`config.mk`:
```
export PLATFORM = sky130hd
export DESIGN_NAME = mem_lsu_master
export DESIGN_NICKNAME = d
export VERILOG_FILES = /design/src/rtl/lsu_pkg.sv /design/src/rtl/lsu_load_align.sv /design/src/rtl/mem_lsu_master.sv
export SDC_FILE = /design/constraint.sdc
export NUM_CORES = 1
export LEC_CHECK = 0
export CAP_MARGIN = 20
export CORE_ASPECT_RATIO = 0.7
export CORE_MARGIN = 2
export CORE_UTILIZATION = 43
export DETAILED_ROUTE_END_ITERATION = 12
export PLACE_DENSITY = 0.81
export SLEW_MARGIN = 25
export SYNTH_ARGS = -nofsm -noshare
export SYNTH_HDL_FRONTEND = slang
export SYNTH_SLANG_ARGS = --single-unit
```
`constraint.sdc`:
```
create_clock -name clk -period 3 [get_ports clk]
set_clock_uncertainty 0.2 [all_clocks]
set_input_delay 0.6 -clock clk [delete_from_list [all_inputs] [get_ports clk]]
set_output_delay 0.6 -clock clk [all_outputs]
set_load 0.02 [all_outputs]
```
`src/rtl/lsu_pkg.sv`:
```
// Shared definitions for the load/store unit: funct3 codes,
// FSM encoding and store lane helpers.
package lsu_pkg;

    localparam logic [2:0] F3_B  = 3'b000;
    localparam logic [2:0] F3_H  = 3'b001;
    localparam logic [2:0] F3_W  = 3'b010;
    localparam logic [2:0] F3_BU = 3'b100;
    localparam logic [2:0] F3_HU = 3'b101;

    localparam logic [1:0] ST_IDLE   = 2'd0;
    localparam logic [1:0] ST_ACCESS = 2'd1;
    localparam logic [1:0] ST_WAIT   = 2'd2;
    localparam logic [1:0] ST_RESP   = 2'd3;

    typedef enum logic [1:0] {
        S_IDLE   = ST_IDLE,
        S_ACCESS = ST_ACCESS,
        S_WAIT   = ST_WAIT,
        S_RESP   = ST_RESP
    } lsu_state_e;

    // Byte enables for a store of the given size at addr[1:0].
    function automatic logic [3:0] wmask(
        input logic [2:0] f3,
        input logic [1:0] a
    );
        logic [3:0] m;
        m = 4'b0000;
        case (f3)
            F3_B:    m = 4'b0001 << a;
            F3_H:    m = a[1] ? 4'b1100 : 4'b0011;
            F3_W:    m = 4'b1111;
            default: m = 4'b0000;
        endcase
        return m;
    endfunction

    // Replicate the right-aligned store data across all lanes.
    function automatic logic [31:0] wrepl(
        input logic [2:0]  f3,
        input logic [31:0] d
    );
        logic [31:0] r;
        r = d;
        case (f3)
            F3_B:    r = {4{d[7:0]}};
            F3_H:    r = {2{d[15:0]}};
            default: r = d;
        endcase
        return r;
    endfunction

    // Misaligned access or funct3 not legal for the direction.
    function automatic logic req_error(
        input logic       we,
        input logic [2:0] f3,
        input logic [1:0] a
    );
        logic e;
        e = 1'b1;
        case (f3)
            F3_B:    e = 1'b0;
            F3_H:    e = a[0];
            F3_W:    e = |a;
            F3_BU:   e = we;
            F3_HU:   e = we | a[0];
            default: e = 1'b1;
        endcase
        return e;
    endfunction

endpackage

```
`src/rtl/lsu_load_align.sv`:
```
// Load lane select and sign/zero extension from a
// 32-bit memory word.
module lsu_load_align
    import lsu_pkg::*;
(
    input  logic [31:0] rdata,
    input  logic [1:0]  addr,
    input  logic [2:0]  funct3,
    output logic [31:0] result
);

    logic [7:0]  b;
    logic [15:0] h;

    // Pick the addressed lane and extend it to 32 bits.
    always_comb begin
        b = rdata[7:0];
        case (addr)
            2'd0: b = rdata[7:0];
            2'd1: b = rdata[15:8];
            2'd2: b = rdata[23:16];
            2'd3: b = rdata[31:24];
            default: b = rdata[7:0];
        endcase
        h = addr[1] ? rdata[31:16] : rdata[15:0];
        case (funct3)
            F3_B:    result = {{24{b[7]}}, b};
            F3_H:    result = {{16{h[15]}}, h};
            F3_BU:   result = {24'h0, b};
            F3_HU:   result = {16'h0, h};
            default: result = rdata;
        endcase
    end

endmodule

```
`src/rtl/mem_lsu_master.sv`:
```
// Single-outstanding load/store master onto a word-addressed,
// byte-masked memory. Optional macro: LSU_BOUNDS_CHECK_EN.
module mem_lsu_master
    import lsu_pkg::*;
#(
    parameter int MEM_WORDS = 4096
) (
    input  logic        clk,
    input  logic        resetn,
    input  logic        req_valid,
    output logic        req_ready,
    input  logic        req_we,
    input  logic [2:0]  req_funct3,
    input  logic [31:0] req_addr,
    input  logic [31:0] req_wdata,
    output logic        rsp_valid,
    output logic [31:0] rsp_rdata,
    output logic        rsp_err,
    output logic        en_mem,
    output logic [31:0] mem_addr,
    output logic        mem_rstrb,
    output logic [31:0] mem_wdata,
    output logic [3:0]  mem_wmask,
    input  logic [31:0] mem_rdata
);

    lsu_state_e  state;
    logic        we_q;
    logic [2:0]  f3_q;
    logic [1:0]  a_q;
    logic [31:0] ld_data;
    logic        oob;
    logic        req_err;

    assign oob = {2'b00, req_addr[31:2]} >= 32'(MEM_WORDS);

`ifdef LSU_BOUNDS_CHECK_EN
    assign req_err = req_error(req_we, req_funct3, req_addr[1:0]) | oob;
`else
    logic oob_unused;
    assign oob_unused = oob;
    assign req_err = req_error(req_we, req_funct3, req_addr[1:0]);
`endif

    lsu_load_align u_align (
        .rdata  (mem_rdata),
        .addr   (a_q),
        .funct3 (f3_q),
        .result (ld_data)
    );

    // Request FSM; every output is a register updated here.
    always_ff @(posedge clk) begin
        if (!resetn) begin
            state     <= S_IDLE;
            req_ready <= 1'b1;
            rsp_valid <= 1'b0;
            rsp_err   <= 1'b0;
            rsp_rdata <= 32'h0;
            en_mem    <= 1'b0;
            mem_rstrb <= 1'b0;
            mem_wmask <= 4'h0;
            mem_addr  <= 32'h0;
            mem_wdata <= 32'h0;
            we_q      <= 1'b0;
            f3_q      <= 3'h0;
            a_q       <= 2'h0;
        end else begin
            case (state)
                S_IDLE: begin
                    if (req_valid) begin
                        we_q      <= req_we;
                        f3_q      <= req_funct3;
                        a_q       <= req_addr[1:0];
                        req_ready <= 1'b0;
                        if (req_err) begin
                            state     <= S_RESP;
                            rsp_valid <= 1'b1;
                            rsp_err   <= 1'b1;
                            rsp_rdata <= 32'h0;
                        end else begin
                            state     <= S_ACCESS;
                            en_mem    <= 1'b1;
                            mem_addr  <= {2'b00, req_addr[31:2]};
                            mem_rstrb <= ~req_we;
                            mem_wmask <= req_we ?
                                wmask(req_funct3, req_addr[1:0]) : 4'h0;
                            mem_wdata <= req_we ?
                                wrepl(req_funct3, req_wdata) : 32'h0;
                        end
                    end
                end
                S_ACCESS: begin
                    en_mem    <= 1'b0;
                    mem_rstrb <= 1'b0;
                    mem_wmask <= 4'h0;
                    if (we_q) begin
                        state     <= S_RESP;
                        rsp_valid <= 1'b1;
                        rsp_err   <= 1'b0;
                        rsp_rdata <= 32'h0;
                    end else begin
                        state <= S_WAIT;
                    end
                end
                S_WAIT: begin
                    state     <= S_RESP;
                    rsp_valid <= 1'b1;
                    rsp_err   <= 1'b0;
                    rsp_rdata <= ld_data;
                end
                S_RESP: begin
                    state     <= S_IDLE;
                    rsp_valid <= 1'b0;
                    rsp_err   <= 1'b0;
                    rsp_rdata <= 32'h0;
                    req_ready <= 1'b1;
                end
                default: state <= S_IDLE;
            endcase
        end
    end

endmodule

```
Word level (Yosys, flattened, before mapping)
Cells that the tools add are included.
W data, S select, Z words.
Word-level totals
  register bits: 111
  bits of input ports: 103
  output and inout port bits: 105
  logic and storage cells: 81
Operators by class
  eq/ne operators: 17
  shift operators: 1
  multiplexer cells: 34
  bitwise operators: 3
  reduce and logical (&&, ||, !) cells: 13
Operators by type and width (count)
  $pmux W32 S4: 2
  $mux W32: 4
  $pmux W32 S2: 1
  $pmux W8 S4: 1
  $mux W16: 1
  $mux W4: 4
  $eq A3 B3 Y1 const B: 4
  $pmux W4 S3: 1
  $mux W1: 10
  $reduce_and A3 Y1: 3
  $eq A2 B2 Y1 const B: 4
  $ne A2 B2 Y1 const B: 4
  $pmux W2 S4: 1
  $pmux W4 S2: 1
  $eq A3 B1 Y1 const B: 2
  $logic_not A3 Y1: 2
  $pmux W1 S2: 3
  $pmux W1 S5: 1
  $eq A2 B1 Y1 const B: 2
  $logic_not A2 Y1: 2
  $mux W2: 2
  $pmux W1 S4: 1
  $reduce_and A2 Y1: 2
  $reduce_bool A2 Y1: 2
  6 further kinds: 8

Longest topological paths before layout
Gate-level depths: netlist of run 1.
  depth in word-level cells: 6
  gate-level depth with buffers: 9
  depth with buffers taken out: 6

By module
From an unflattened synthesis of run 1, not the netlist that was laid out.
Unflattened totals
  cell total of the unflattened synthesis: 637
  area, all modules: 5370.2 µm²
By module, submodules not included
  mem_lsu_master: instances 1, cells an instance 527, area an instance 4720.8 µm², seq. area each 2222.1 µm²
  lsu_load_align: instances 1, cells an instance 110, area an instance 649.4 µm², seq. area each 0.0 µm²

Least setup slack after synthesis of run 1
OpenSTA, ideal clock, no wires.
  kind: input to register
  from: in req_funct3[0]
  to: reg mem_rstrb
  setup time: 132 ps
  arrival: 1995 ps
  required time: 2668 ps
  slack: 673 ps
  stages: 9
  buffers on the path: 5
  cell sequence: clkbuf_1 > or4_1 > buf_4 > a21o_1 > buf_6 > buf_6 > buf_6 > nand3_1 > o41ai_2
Between the ends
  longest elaborated chain between the ends: 4
  elaborated cells on any way between the ends: 8
  classes of those cells: 5 x eq/ne; 1 x mux; 2 x reduce/logical
Ends and longest elaborated chain
  from (decl): RTL line mem_lsu_master.sv:13  | input logic [2:0] req_funct3,
  $eq A3 B3 Y1, or another cell as far along: RTL line lsu_pkg.sv:62  | case (f3)
  $pmux W1 S5 (*): RTL line lsu_pkg.sv:62
  $ne A2 B2 Y1 (no source line) (*)
  $reduce_and A3 Y1 (no source line) (*)
  to (signal assigned): RTL line mem_lsu_master.sv:85  | mem_rstrb <= ~req_we;
  to (decl): RTL line mem_lsu_master.sv:21  | output logic mem_rstrb,
Every way passes the cells marked *; elsewhere a longest branch is shown, timed or not.
A chain may end at the register's enable or synchronous reset.

Worst setup path after layout of run 1
  from: in req_addr[1]
  to: reg rsp_rdata[10]
Between the ends
  longest elaborated chain between the ends: 4
Ends and longest elaborated chain
  from (decl): RTL line mem_lsu_master.sv:14  | input logic [31:0] req_addr,
  $reduce_or A2 Y1: RTL line lsu_pkg.sv:65  | F3_W: e = |a;
  $pmux W1 S5: RTL line lsu_pkg.sv:62
  $ne A2 B2 Y1 (no source line)
  $reduce_and A3 Y1 (no source line)
  to (signal assigned): RTL line mem_lsu_master.sv:110  | rsp_rdata <= ld_data;
  to (decl): RTL line mem_lsu_master.sv:17  | output logic [31:0] rsp_rdata,
Every way passes these cells.

==> flow_metrics.env, run 1 <==
export IMPL_cts_htree_levels=3
export IMPL_die_height_um=94.2
export IMPL_post_route_cells_drive_above_1_share_pct=7.82
export IMPL_first_pass_iteration_count_of_the_detailed_router=6
export IMPL_clock_fmax_mhz=399
export IMPL_critical_path_endpoint_type="register"
export IMPL_first_global_vias=4744
export IMPL_portion_of_the_clock_cycle_consumed_by_the_worst_path_in_the_final_layout_pct=83.5
export IMPL_dieArea_sq_um=12500
export IMPL_number_of_buffers_inserted_by_port_buffering=205
export IMPL_outcome="complete, no violations"
export IMPL_initial_utilization_pct=44.7
export IMPL_yosys_cell_types_count=47
export IMPL_seq_power_share_pct=39.4
export IMPL_num_nets_final=869
export IMPL_powerDensity_nw_per_um2=599
export IMPL_hold_path_class="reg2reg"
export IMPL_placed_area_sq_um=7190
export IMPL_cts_hold_bufs=0
export IMPL_boundaryPins=208
export IMPL_synth_seq_area_share_pct=44.5
export IMPL_drt_wirelength_per_cell_um=16.5
export IMPL_netlist_instances=574
export IMPL_synth_most_common_cell="dfxtp_1"
export IMPL_fin_tns_setup_ps=0
export IMPL_detail_route_iter0_violations=289
export IMPL_crit_path_max_incr_delay_ps=600
export IMPL_fin_total_pwr_mw=4.47
export IMPL_slowest_cell_on_the_critical_path="or4_1"
export IMPL_netlist_top_cells_area="dfxtp_1 (45%), a21oi_1 (7.4%), nand2_1 (6.8%), nand3_1 (4.4%), mux2i_1 (4.2%)"
export IMPL_final_period_minus_worst_setup_slack_ps=2510
export IMPL_power_switching_fraction_pct=34.5
export IMPL_netlist_area_leader_share_pct=44.5
export IMPL_slew_violations=0
export IMPL_int_power_mw=2.93
export IMPL_finalInstanceArea_sq_um=7470
export IMPL_cts_path_max_buffers=2
export IMPL_placer_congestion=0.927
export IMPL_clock_sinks=111
export IMPL_max_cap_violations=0
export IMPL_area_used_by_multi_input_combinational_logic_sq_um=2490
export IMPL_tritoncts="yes"
export IMPL_synth_area_per_cell_sq_um=8.70
export IMPL_wirelength_um=15200
export IMPL_post_cts_setup_buffer_count=0
export IMPL_dp_final_hpwl_um=11600
export IMPL_numCtsBuffers=9
export IMPL_clock_pin_slew_on_the_worst_setup_and_hold_paths_ps=70
export IMPL_postSynth_topFlopCell="dfxtp_1"
export IMPL_switching_power_mw=1.54
export IMPL_total_of_fill_cells_in_the_finished_design=881
export IMPL_maximum_number_of_pins_on_one_net_before_global_route_repair=53
export IMPL_postRouteAntennaNets=0
export IMPL_power_combinational_fraction_pct=35.7
export IMPL_antenna_found_initial=0
export IMPL_timing_setup_critical_path_class="in2reg"
export IMPL_yosysTopAreaCell="dfxtp_1"
export IMPL_die_w_um=133
export IMPL_synth_cells_most_frequent="dfxtp_1 (111), nand2_1 (90), a21oi_1 (74), nand3_1 (44), o21ai_0 (30)"
export IMPL_synth_warning_count=0
export IMPL_ir_worst_vdd_mv=0.406
export IMPL_worst_ep_required_time_ps=3020
export IMPL_finalSetupViolations=0
export IMPL_antenna_cells=0
export IMPL_synth_async_sr_flop_share_pct=0
export IMPL_ctsResizeCount=0
export IMPL_post_synth_instance_area_sq_um=4990
export IMPL_congestion_overflow_gr=0
export IMPL_cp_top_family="simple AND/OR/NAND/NOR gates"
export IMPL_grt_pass1_wl_um=24000
export IMPL_grt_usage_pct=24.1
export IMPL_cp_num_buf_inv=2
export IMPL_clockRootBuffer="clkbuf_16"
export IMPL_tightestPinTransition_ps=727
export IMPL_clock_power_share_pct=24.9
export IMPL_critical_path_peak_fanout=10
export IMPL_final_seq_area_sq_um=2220
export IMPL_timing_max_slew_rel_slack_pct=51.4
export IMPL_worstPathArrival_ps=2520
export IMPL_dr_total_vias=5008
export IMPL_rsz0062_at_grt="no"
export IMPL_routed_via_density=5.44
export IMPL_synth_edf_count=0
export IMPL_syn_to_final_growth_pct=49.5
export IMPL_synth_seq_cells=111
export IMPL_power_leakage_nw=2.60
export IMPL_timing_critical_path_from_type="input port"
export IMPL_drc=0
export IMPL_core_rowCount=32
export IMPL_report_final_hold_viol_count=0
export IMPL_clk_latency_ps=340
export IMPL_core_region_area_sq_um=11200
export IMPL_worstPathCellList="clkdlybuf4s50_1 -> or4_1 -> a21oi_4 -> buf_4 -> or3_1 -> o2bb2ai_1"
## layer usage
layer | part of all wire [%] | GRT usage [%] | routed length [um]
met1 | 44 | 30.6 | 6650
met2 | 46 | 38.6 | 7050
met3 | 8.2 | 8.85 | 1250
met4 | 1.5 | 7.26 | 232
met5 | 0 | 0 | 0
## stage by stage
stage | worst slack [ps] | utilization (%) | std cells | hold slack [ps]
after floorplan | 673 | - | 575 | 250
after global placement | 130 | 64.3 | 904 | 239
after detailed placement | 145 | 64.4 | 904 | 244
after CTS | 504 | 66.8 | 920 | 254
after global routing | 370 | 66.8 | 920 | 278
final | 494 | 66.8 | 920 | 250
## sequential cells by signal (all words and copies together), names as in the netlist
signal     flops
mem_wmask      4
rsp_valid      1
mem_rstrb      1
mem_addr      30
rsp_rdata     32
req_ready      1
we_q           1
f3_q           3
mem_wdata     32
state          2
rsp_err        1
a_q            2
en_mem         1
## worst register-to-register path, cell delays in order (launching register included)
cell and delay, ps:
dfxtp_1 420, inv_1 90, ha_1 350, nand2b_1 150, o21ai_1 130, buf_4 190
or3_1 550, o2bb2ai_1 210
## final cells by class
class	count	area share, %
multi-input combinational	406	33.3
timing repair buffer	227	30.4
clock buffer	10	3.07
tap	153	2.56
clock inverter	6	0.587
sequential	111	29.8
inverter	7	0.352
## kinds of logic (layout without fill, tap and decap cells)
kind of cell	after synthesis	after routing	share of synthesized area, %
flops	111	111	44.5
fa+ha+maj	4	4	1.00
other cells	1	2	0.0751
simple gates	175	175	15.9
compound gates	190	190	25.1
buf+inv	58	250	6.04
mux	35	35	7.37
## cells in the final DEF, fill, tap and decap left out, drive strengths merged, types with 2 or more instances in the layout
master	instances
a21oi	76
conb	2
o2bb2ai	10
nor2b	2
nor3	2
o211ai	2
buf	22
o21ai	41
o31ai	5
inv	9
a32o	16
clkinv	3
a221o	2
a22o	5
dfxtp	111
clkdlybuf4s50	205
clkbuf	10
a221oi	2
or3	2
o221ai	6
mux2	14
nor2	9
nand2	90
nand3	44
a22oi	12
mux2i	21
nand2b	22
o22a	3
ha	4
## power by group through the flow
stage / registers, mW / clock network, mW / logic, mW
after floorplan: 1.93 / 0 / 0.796
after global placement: 1.79 / 0 / 1.55
after detailed placement: 1.80 / 0 / 1.58
after CTS: 1.76 / 1.14 / 1.60
after global routing: 1.78 / 1.20 / 1.73
final: 1.76 / 1.11 / 1.60
## final timing paths
kind | startpoint | to | slack [ps] | cells after the start
hold / removal | mem_wdata[2] | mem_wdata[2] | 250 | 2
setup / recovery | req_addr[1] | rsp_rdata[10] | 490 | 6
setup reg to reg | state[0] | rsp_rdata[10] | 620 | 7
hold reg to reg | mem_wdata[2] | mem_wdata[2] | 250 | 2
No activity file was read; power rests on OpenSTA's default activity.
==> run 2, diff against run 1 <==
--- a/config.mk
+++ b/config.mk
@@ -8,9 +8,9 @@
 export CAP_MARGIN = 20
 export CORE_ASPECT_RATIO = 0.7
 export CORE_MARGIN = 2
-export CORE_UTILIZATION = 43
+export CORE_UTILIZATION = 39
 export DETAILED_ROUTE_END_ITERATION = 12
-export PLACE_DENSITY = 0.81
+export PLACE_DENSITY = 0.77
 export SLEW_MARGIN = 25
 export SYNTH_ARGS = -nofsm -noshare
 export SYNTH_HDL_FRONTEND = slang
==> constraint.sdc (replaced) <==
create_clock -name clk -period 2.2 [get_ports clk]
set_clock_uncertainty 0.2 [all_clocks]
set_input_delay 0.44 -clock clk [delete_from_list [all_inputs] [get_ports clk]]
set_output_delay 0.44 -clock clk [all_outputs]
set_load 0.02 [all_outputs]
==> flow_metrics.env, run 2 (synthesis results as in run 1) <==
export IMPL_detail_route_iter0_violations=511
export IMPL_first_pass_iteration_count_of_the_detailed_router=5
export IMPL_portion_of_the_clock_cycle_consumed_by_the_worst_path_in_the_final_layout_pct=97.3
export IMPL_switching_power_mw=2.34
export IMPL_final_seq_area_sq_um=2220
export IMPL_clk_latency_ps=350
export IMPL_fin_worst_hold_slack_ps=253
export IMPL_layout_cells_most_common="clkdlybuf4s50_1"
export IMPL_hold_path_class="reg2reg"
export IMPL_number_of_buffers_inserted_by_port_buffering=205
export IMPL_fin_total_pwr_mw=7.00
export IMPL_dr_total_vias=5299
export IMPL_dp_final_hpwl_um=12200
export IMPL_die_height_um=98.7
export IMPL_clock_pin_slew_on_the_worst_setup_and_hold_paths_ps=80
export IMPL_drt_wirelength_per_cell_um=17.6
export IMPL_wirelength_um=17000
export IMPL_cts_path_max_buffers=2
export IMPL_tritoncts="yes"
export IMPL_numCtsBuffers=9
export IMPL_syn_to_final_growth_pct=61.2
export IMPL_power_leakage_nw=2.91
export IMPL_final_period_minus_worst_setup_slack_ps=2140
export IMPL_routed_via_density=5.48
export IMPL_crit_path_max_incr_delay_ps=480
export IMPL_cp_num_buf_inv=4
export IMPL_timing_setup_critical_path_class="in2reg"
export IMPL_final_cell_mix="clkdlybuf4s50_1 (201), dfxtp_1 (111), nand2_1 (90), a21oi_1 (70)"
export IMPL_worstPathCellList="clkdlybuf4s50_1 -> a221o_1 -> a21oi_4 -> buf_6 -> buf_4 -> or3_4 -> buf_12 -> o2bb2ai_1"
export IMPL_core_rowCount=34
export IMPL_area_used_by_multi_input_combinational_logic_sq_um=2560
export IMPL_power_switching_fraction_pct=33.4
export IMPL_die_w_um=139
export IMPL_timing_max_slew_rel_slack_pct=56.5
export IMPL_post_route_cells_drive_above_1_share_pct=13.8
export IMPL_worstPathArrival_ps=2220
export IMPL_critical_path_endpoint_type="register"
export IMPL_postRouteAntennaNets=0
export IMPL_maximum_number_of_pins_on_one_net_before_global_route_repair=57
export IMPL_grt_pass1_wl_um=27000
export IMPL_antenna_cells=0
export IMPL_ir_worst_vdd_mv=0.485
export IMPL_clockRootBuffer="clkbuf_16"
export IMPL_antenna_found_initial=0
export IMPL_seq_power_share_pct=34.0
export IMPL_cts_htree_levels=3
export IMPL_report_final_hold_viol_count=0
export IMPL_grt_usage_pct=24.1
export IMPL_pre_cts_slack_ps=-520
export IMPL_power_combinational_fraction_pct=38.6
export IMPL_outcome="complete, no violations"
export IMPL_core_region_area_sq_um=12500
export IMPL_cp_top_family="buffers and inverters"
export IMPL_clock_sinks=111
export IMPL_max_cap_violations=0
export IMPL_initial_utilization_pct=40.1
export IMPL_total_of_fill_cells_in_the_finished_design=993
export IMPL_finalSetupViolations=0
export IMPL_num_nets_final=907
export IMPL_placer_congestion=0.927
export IMPL_congestion_overflow_gr=0
export IMPL_powerDensity_nw_per_um2=870
export IMPL_boundaryPins=208
export IMPL_int_power_mw=4.67
export IMPL_clock_power_share_pct=27.4
export IMPL_drc=0
export IMPL_worst_slack_ps=58.9
export IMPL_first_global_vias=5194
export IMPL_slowest_cell_on_the_critical_path="clkdlybuf4s50_1"
export IMPL_worst_ep_required_time_ps=2280
export IMPL_slew_violations=0
export IMPL_clock_fmax_mhz=467
export IMPL_reg_largest_list="mem_wdata x32, rsp_rdata x32, mem_addr x30"
export IMPL_fin_util_pct=64.6
export IMPL_tightestPinTransition_ps=651
export IMPL_critical_path_peak_fanout=10
export IMPL_timing_critical_path_from_type="input port"
export IMPL_dieArea_sq_um=13700
-- run 2: cell types whose count changed in the layout (fill, tap and decap cells not counted), sizes merged --
cell           previous run  this run
clkdlybuf4s50           205       201
bufinv                    0         3
clkbuf                   10         9
inv                       9        10
bufbuf                    0         1
dlygate4sd2               0         2
dlymetal6s2s              0         2
nor3                      2         3
clkinv                    3         0
buf                      22        58
-- run 2: worst min-delay path: stages, from the launching register on --
cell and delay [ps]:
dfxtp_1 310, nand2_1 50, a21oi_1 50
-- run 2: final cells by class --
cell class | instances | area share [%]
tap | 162 | 2.52
clock inverter | 7 | 1.57
clock buffer | 9 | 2.80
timing repair buffer | 264 | 33.4
multi-input combinational | 407 | 31.8
sequential | 111 | 27.6
inverter | 7 | 0.326
-- run 2: stage by stage --
stage / area [sq um] / setup TNS (ps) / std cells
after detailed placement: 7440 / -43030 / 939
after CTS: 7970 / 0 / 964
after global routing: 8050 / -3.52 / 967
final: 8050 / 0 / 967
after floorplan: 5000 / 0 / 575
after global placement: 7430 / -39350 / 939
-- run 2: final timing paths --
path,slack (ps),cells after the start,endpoint,start
min reg2reg,250,2,mem_addr[21],mem_addr[21]
max reg2reg,140,9,rsp_rdata[11],state[1]
min,250,2,mem_addr[21],mem_addr[21]
max,60,8,rsp_rdata[11],req_we
-- run 2: what timing repair did --
action,CTS,global route
hold buffers,0,0
resized for setup,9,13
pin swaps,5,4
buffers inserted,6,2
setup endpoints to repair,82,79
cloned,3,1
-- run 2: power by group through the flow --
stage,combinational [mW],sequential [mW],clock (mW)
floorplan,1.09,2.63,0
global placement,2.36,2.41,0
detailed placement,2.43,2.42,0
CTS,2.60,2.38,1.94
global route,2.90,2.41,2.02
finish,2.70,2.38,1.92
-- run 2: routing by layer --
metal	part of all wire, %	global-route usage, %	vias to the layer above	wire length [um]
li1	-	-	2518	-
met1	43	31.9	2513	7350
met2	46	38.3	234	7890
met3	8.2	7.00	34	1400
met4	2.3	7.30	0	399
met5	0	0	-	0
==> variant 1, RTL diff (config.mk and constraints of run 2) <==
Reset style: asynchronous (`resetn`), changed in one clocked block.
--- a/src/rtl/mem_lsu_master.sv
+++ b/src/rtl/mem_lsu_master.sv
@@ -52,3 +52,3 @@
     // Request FSM; every output is a register updated here.
-    always_ff @(posedge clk) begin
+    always_ff @(posedge clk or negedge resetn) begin
         if (!resetn) begin
Check against the original RTL: differs if resetn is asserted again (counterexample within 4 cycles, from zero or initial values and one cycle with resetn low); with resetn held inactive, the same outputs for 4 cycles.
==> variant 1 against run 2 <==
- count of clock-buffer cells in the layout rose by 1
- wire length is 7.7% lower
- sequential cell count unchanged
- worst setup slack got worse by 0.025 ns
- utilization is 3.1 points lower
- final area up 0.99%
- synthesized area rose by 6.2%
- sequential share of layout area up 6.6 points
- critical path type unchanged
- highest routed layer unchanged
Power is not compared: it rests on default switching activity, and its combinational part moved more than twofold at a synthesized area within 25%.
==> variant 1: results (changes against run 2) <==
| Quantity | This run | vs run 2 |
| --- | --- | --- |
| Status | finished, final reports clean |  |
| Reg2reg end | rsp_rdata[10] |  |
| Register-to-register path setup slack | 0.06 ns | -0.08 ns |
| Largest net degree at the start of global routing | 45 | -21% |
| CTS Root Buffer Type | sky130_fd_sc_hd__clkbuf_16 |  |
| CP Max Fanout | 4 | -6 |
| Detailed Place HPWL | 11970 um | -2.2% |
| Post-synthesis async set-or-reset flop share | 100.0% | +100 points |
| Number of gates resized after CTS | 4 | -5 |
| Routed via count divided by cell count | 5.249 | -4.2% |
| Mean routed wirelength per cell | 18.04 um | +2.3% |
| Global-route wire length before repair | 24570 um | -9.0% |
| Sequential share of the synthesized area | 52.38% | +7.9 points |
| NumNets Final | 789 | -13% |
| Worst-margin pin slew | 0.5249 ns | -0.1263 ns |
| Library cell contributing the largest single delay on the critical path | sky130_fd_sc_hd__or4_4 |  |
| Arrival time at the worst endpoint | 2.24 ns | +0.02 ns |
| Filler cell count in the final layout | 1078 | +8.6% |
| Placed standard-cell area | 7782 um^2 | +4.6% |
| R2r startpoint | a_q[1] |  |
| Top area cells in the synthesized netlist | sky130_fd_sc_hd__dfrtp_1 52%, sky130_fd_sc_hd__mux2_2 9.6%, sky130_fd_sc_hd__a22o_1 6.9% |  |
| Hold-fix buffers, CTS | 1 | +1 |
| Vias in the first global route | 4720 | -9.1% |
| Most frequent cells after synthesis | 110 x sky130_fd_sc_hd__dfrtp_1, 45 x sky130_fd_sc_hd__mux2_2, 42 x sky130_fd_sc_hd__a22o_1, 29 x sky130_fd_sc_hd__nand2_1, 25 x sky130_fd_sc_hd__o21ai_0 |  |
| Gp weighted congestion | 0.8588 | -7.3% |
| Crit path largest cell delay | 0.58 ns | +0.10 ns |
| Met1 routing resource usage after global routing | 29.88% | -2.1 points |
| Total GRT Usage | 21.81% | -2.3 points |
| Multiplexer fraction of the synthesized cell area | 14.32% | +6.9 points |
| Compound-cell area share of the yosys netlist | 18.09% | -7.0 points |
| Top flip-flop cell by instance count after synthesis | sky130_fd_sc_hd__dfrtp_1 |  |
| Category of cells accounting for the largest share of critical-path delay | compound AO/OA/AOI/OAI gates |  |
| DRT met1 WL | 7075 um | -3.8% |
| Detailed-router iteration count before antenna repair | 6 | +1 |
| Met2 usage | 34.32% | -4.0 points |
| Met3 wire length | 1311 um | -6.5% |
| Adder and majority cell fraction of the synthesized area | 0.9434% | -0.059 points |
| Critical path capture point | mem_wdata[11] |  |
==> variant 1: metrics by stage <==
stage,instances,TNS [ns],worst slack [ns],total power [uW]
2_1_floorplan,460,0,0.03847,6479
3_5_place_dp,854,-38.64,-0.4672,9187
5_1_grt,872,0,0.005065,11410
3_3_place_gp,853,-40.16,-0.6755,9003
4_1_cts,871,0,0.0006311,10820
6_report,872,0,0.03420,10790
==> variant 1: power groups by stage <==
stage | Sequential, uW | Combinational, uW | Clock [uW]
floorplan | 4390 | 2090 | 0
global placement | 3440 | 5560 | 0
detailed placement | 3500 | 5690 | 0
CTS | 3490 | 5760 | 1580
global route | 3590 | 6140 | 1680
finish | 3480 | 5780 | 1530
==> variant 1: cell type report <==
type	count	area (um^2)	area share, %
Clock buffer	10	229.0	2.816
Clock inverter	6	45.04	0.5539
Inverter	7	30.03	0.3693
Multi-Input combinational cell	304	2351	28.91
Sequential cell	111	2779	34.17
Tap cell	185	231.5	2.847
Timing Repair Buffer	248	2461	30.27
Timing Repair inverter	1	5.005	0.06155
==> variant 2, RTL diff (flow settings as in run 2) <==
Made on the original files. Add a define of `LSU_BOUNDS_CHECK_EN`.
--- a/src/rtl/mem_lsu_master.sv
+++ b/src/rtl/mem_lsu_master.sv
@@ -2,2 +2,4 @@
 // byte-masked memory. Optional macro: LSU_BOUNDS_CHECK_EN.
+`define LSU_BOUNDS_CHECK_EN
+
 module mem_lsu_master
Behaviour: not the same (Yosys sat finds a counterexample within 4 cycles, from zero or initial values and one cycle with resetn low).
==> variant 2 against run 2 <==
- sequential cell count is the same
- hold slack worse by 0.0035 ns
- highest routed layer unchanged
- worst setup slack worse by 0.014 ns
- largest cell class is now multi-input combinational cells
- synthesized area up 3.0%
- wire length increased by 0.55%
- power down 12%
- final cell count grew 1.2%
- die area rose by 2.9%
- final area increased by 1.1%
- critical path type unchanged
==> variant 2: results (changes against run 2) <==
| Quantity | This run | vs run 2 |
| --- | --- | --- |
| Gp weighted congestion | 0.9306 | +0.43% |
| Met3 routing resource usage after global routing | 7.586% | +0.59 points |
| Static power due to leakage | 0.003155 uW | +8.5% |
| Met3 wire length | 1435 um | +2.4% |
| Status | finished, final reports clean |  |
| Detailed Place HPWL | 11890 um | -2.9% |
| Crit path largest cell delay | 0.44 ns | -0.04 ns |
| Placed standard-cell area | 7569 um^2 | +1.8% |
| Top area cells in the synthesized netlist | sky130_fd_sc_hd__dfxtp_1 43%, sky130_fd_sc_hd__nand2_1 9.1%, sky130_fd_sc_hd__mux2i_1 8.8% |  |
| Total wirelength of the detailed-routed design | 17140 um | +0.55% |
| Met2 usage | 35.96% | -2.3 points |
| Netlist cell types | 41 | -13% |
| Hold Crit Class | in2reg |  |
| Most frequent cells after synthesis | 125 x sky130_fd_sc_hd__nand2_1, 111 x sky130_fd_sc_hd__dfxtp_1, 51 x sky130_fd_sc_hd__a21boi_0, 45 x sky130_fd_sc_hd__mux2i_1 |  |
| Worst voltage drop across the vdd grid | 0.4338 mV | -11% |
| Fraction of final layout cells sized beyond drive strength 1 | 12.92% | -0.87 points |
| Worst Setup Slack, final | 0.04493 ns | -0.01397 ns |
| Power per cell area | 757.4 nW/um^2 | -13% |
| Global-route wire length before repair | 26900 um | -0.38% |
| Met1 routing resource usage after global routing | 32.82% | +0.89 points |
| Sequential share of the synthesized area | 43.19% | -1.3 points |
| Critical path capture point | mem_wdata[4] |  |
| NumNets Final | 915 | +0.88% |
| Power in combinational cells | 2290 uW | -15% |
| Startpoint of the most critical setup path | req_addr[18] |  |
| Initial detailed-routing violation count | 356 | -30% |
| Hold EP | f3_q[2] |  |
| CP Max Fanout | 6 | -4 |
| Met2 wire length | 7552 um | -4.3% |
| Final hold slack | 0.2499 ns | -0.003528 ns |
| Reg2reg end | rsp_rdata[6] |  |
| Total GRT Usage | 23.79% | -0.28 points |
| Clock distribution power | 1610 uW | -16% |
| Multiplexer fraction of the synthesized cell area | 12.69% | +5.3 points |
| Sw Share | 33.05% | -0.31 points |
| Register-to-register path setup slack | 0.12 ns | -0.02 ns |
| Adder and majority cell fraction of the synthesized area | 0.9728% | -0.029 points |
| Reg2Reg Depth | 6 | -3 |
| Compound-cell area share of the yosys netlist | 17.87% | -7.2 points |
| DRT met1 WL | 7900 um | +7.5% |
| Vias in the first global route | 5082 | -2.2% |
==> variant 2: changes by cell type after synthesis, sizes merged, moves of 10 or more <==
cell,before,now
a22oi,12,0
a21oi,76,6
o211ai,2,23
clkbuf,25,37
a21boi,0,52
nand2,90,125
buf,26,16
mux2i,21,45
and3,0,21
o2bb2ai,10,0
nand2b,22,3
a32o,16,0
o21ai,41,15
==> variant 2: stage by stage <==
stage | util, % | cells
floorplan | - | 595
global placement | 58.19 | 953
detailed placement | 58.19 | 953
CTS | 62.28 | 976
global route | 62.59 | 979
finish | 62.59 | 979
==> variant 2: area by class of cell <==
type	count	area share (%)
repair buffers	255	32.40
clock inverters	6	0.7532
clock buffers	10	2.813
inverters	13	0.5994
multi-input cells	418	33.58
flip-flops and latches	111	27.30
well taps	166	2.551
==> variant 2: timing repair <==
| action | in CTS | in global routing |
|---|---|---|
| gates cloned | 5 | 1 |
| pin swaps | 16 | 15 |
| buffers inserted | 4 | 3 |
| endpoints found under the setup margin | 102 | 92 |
| resized for setup | 49 | 31 |
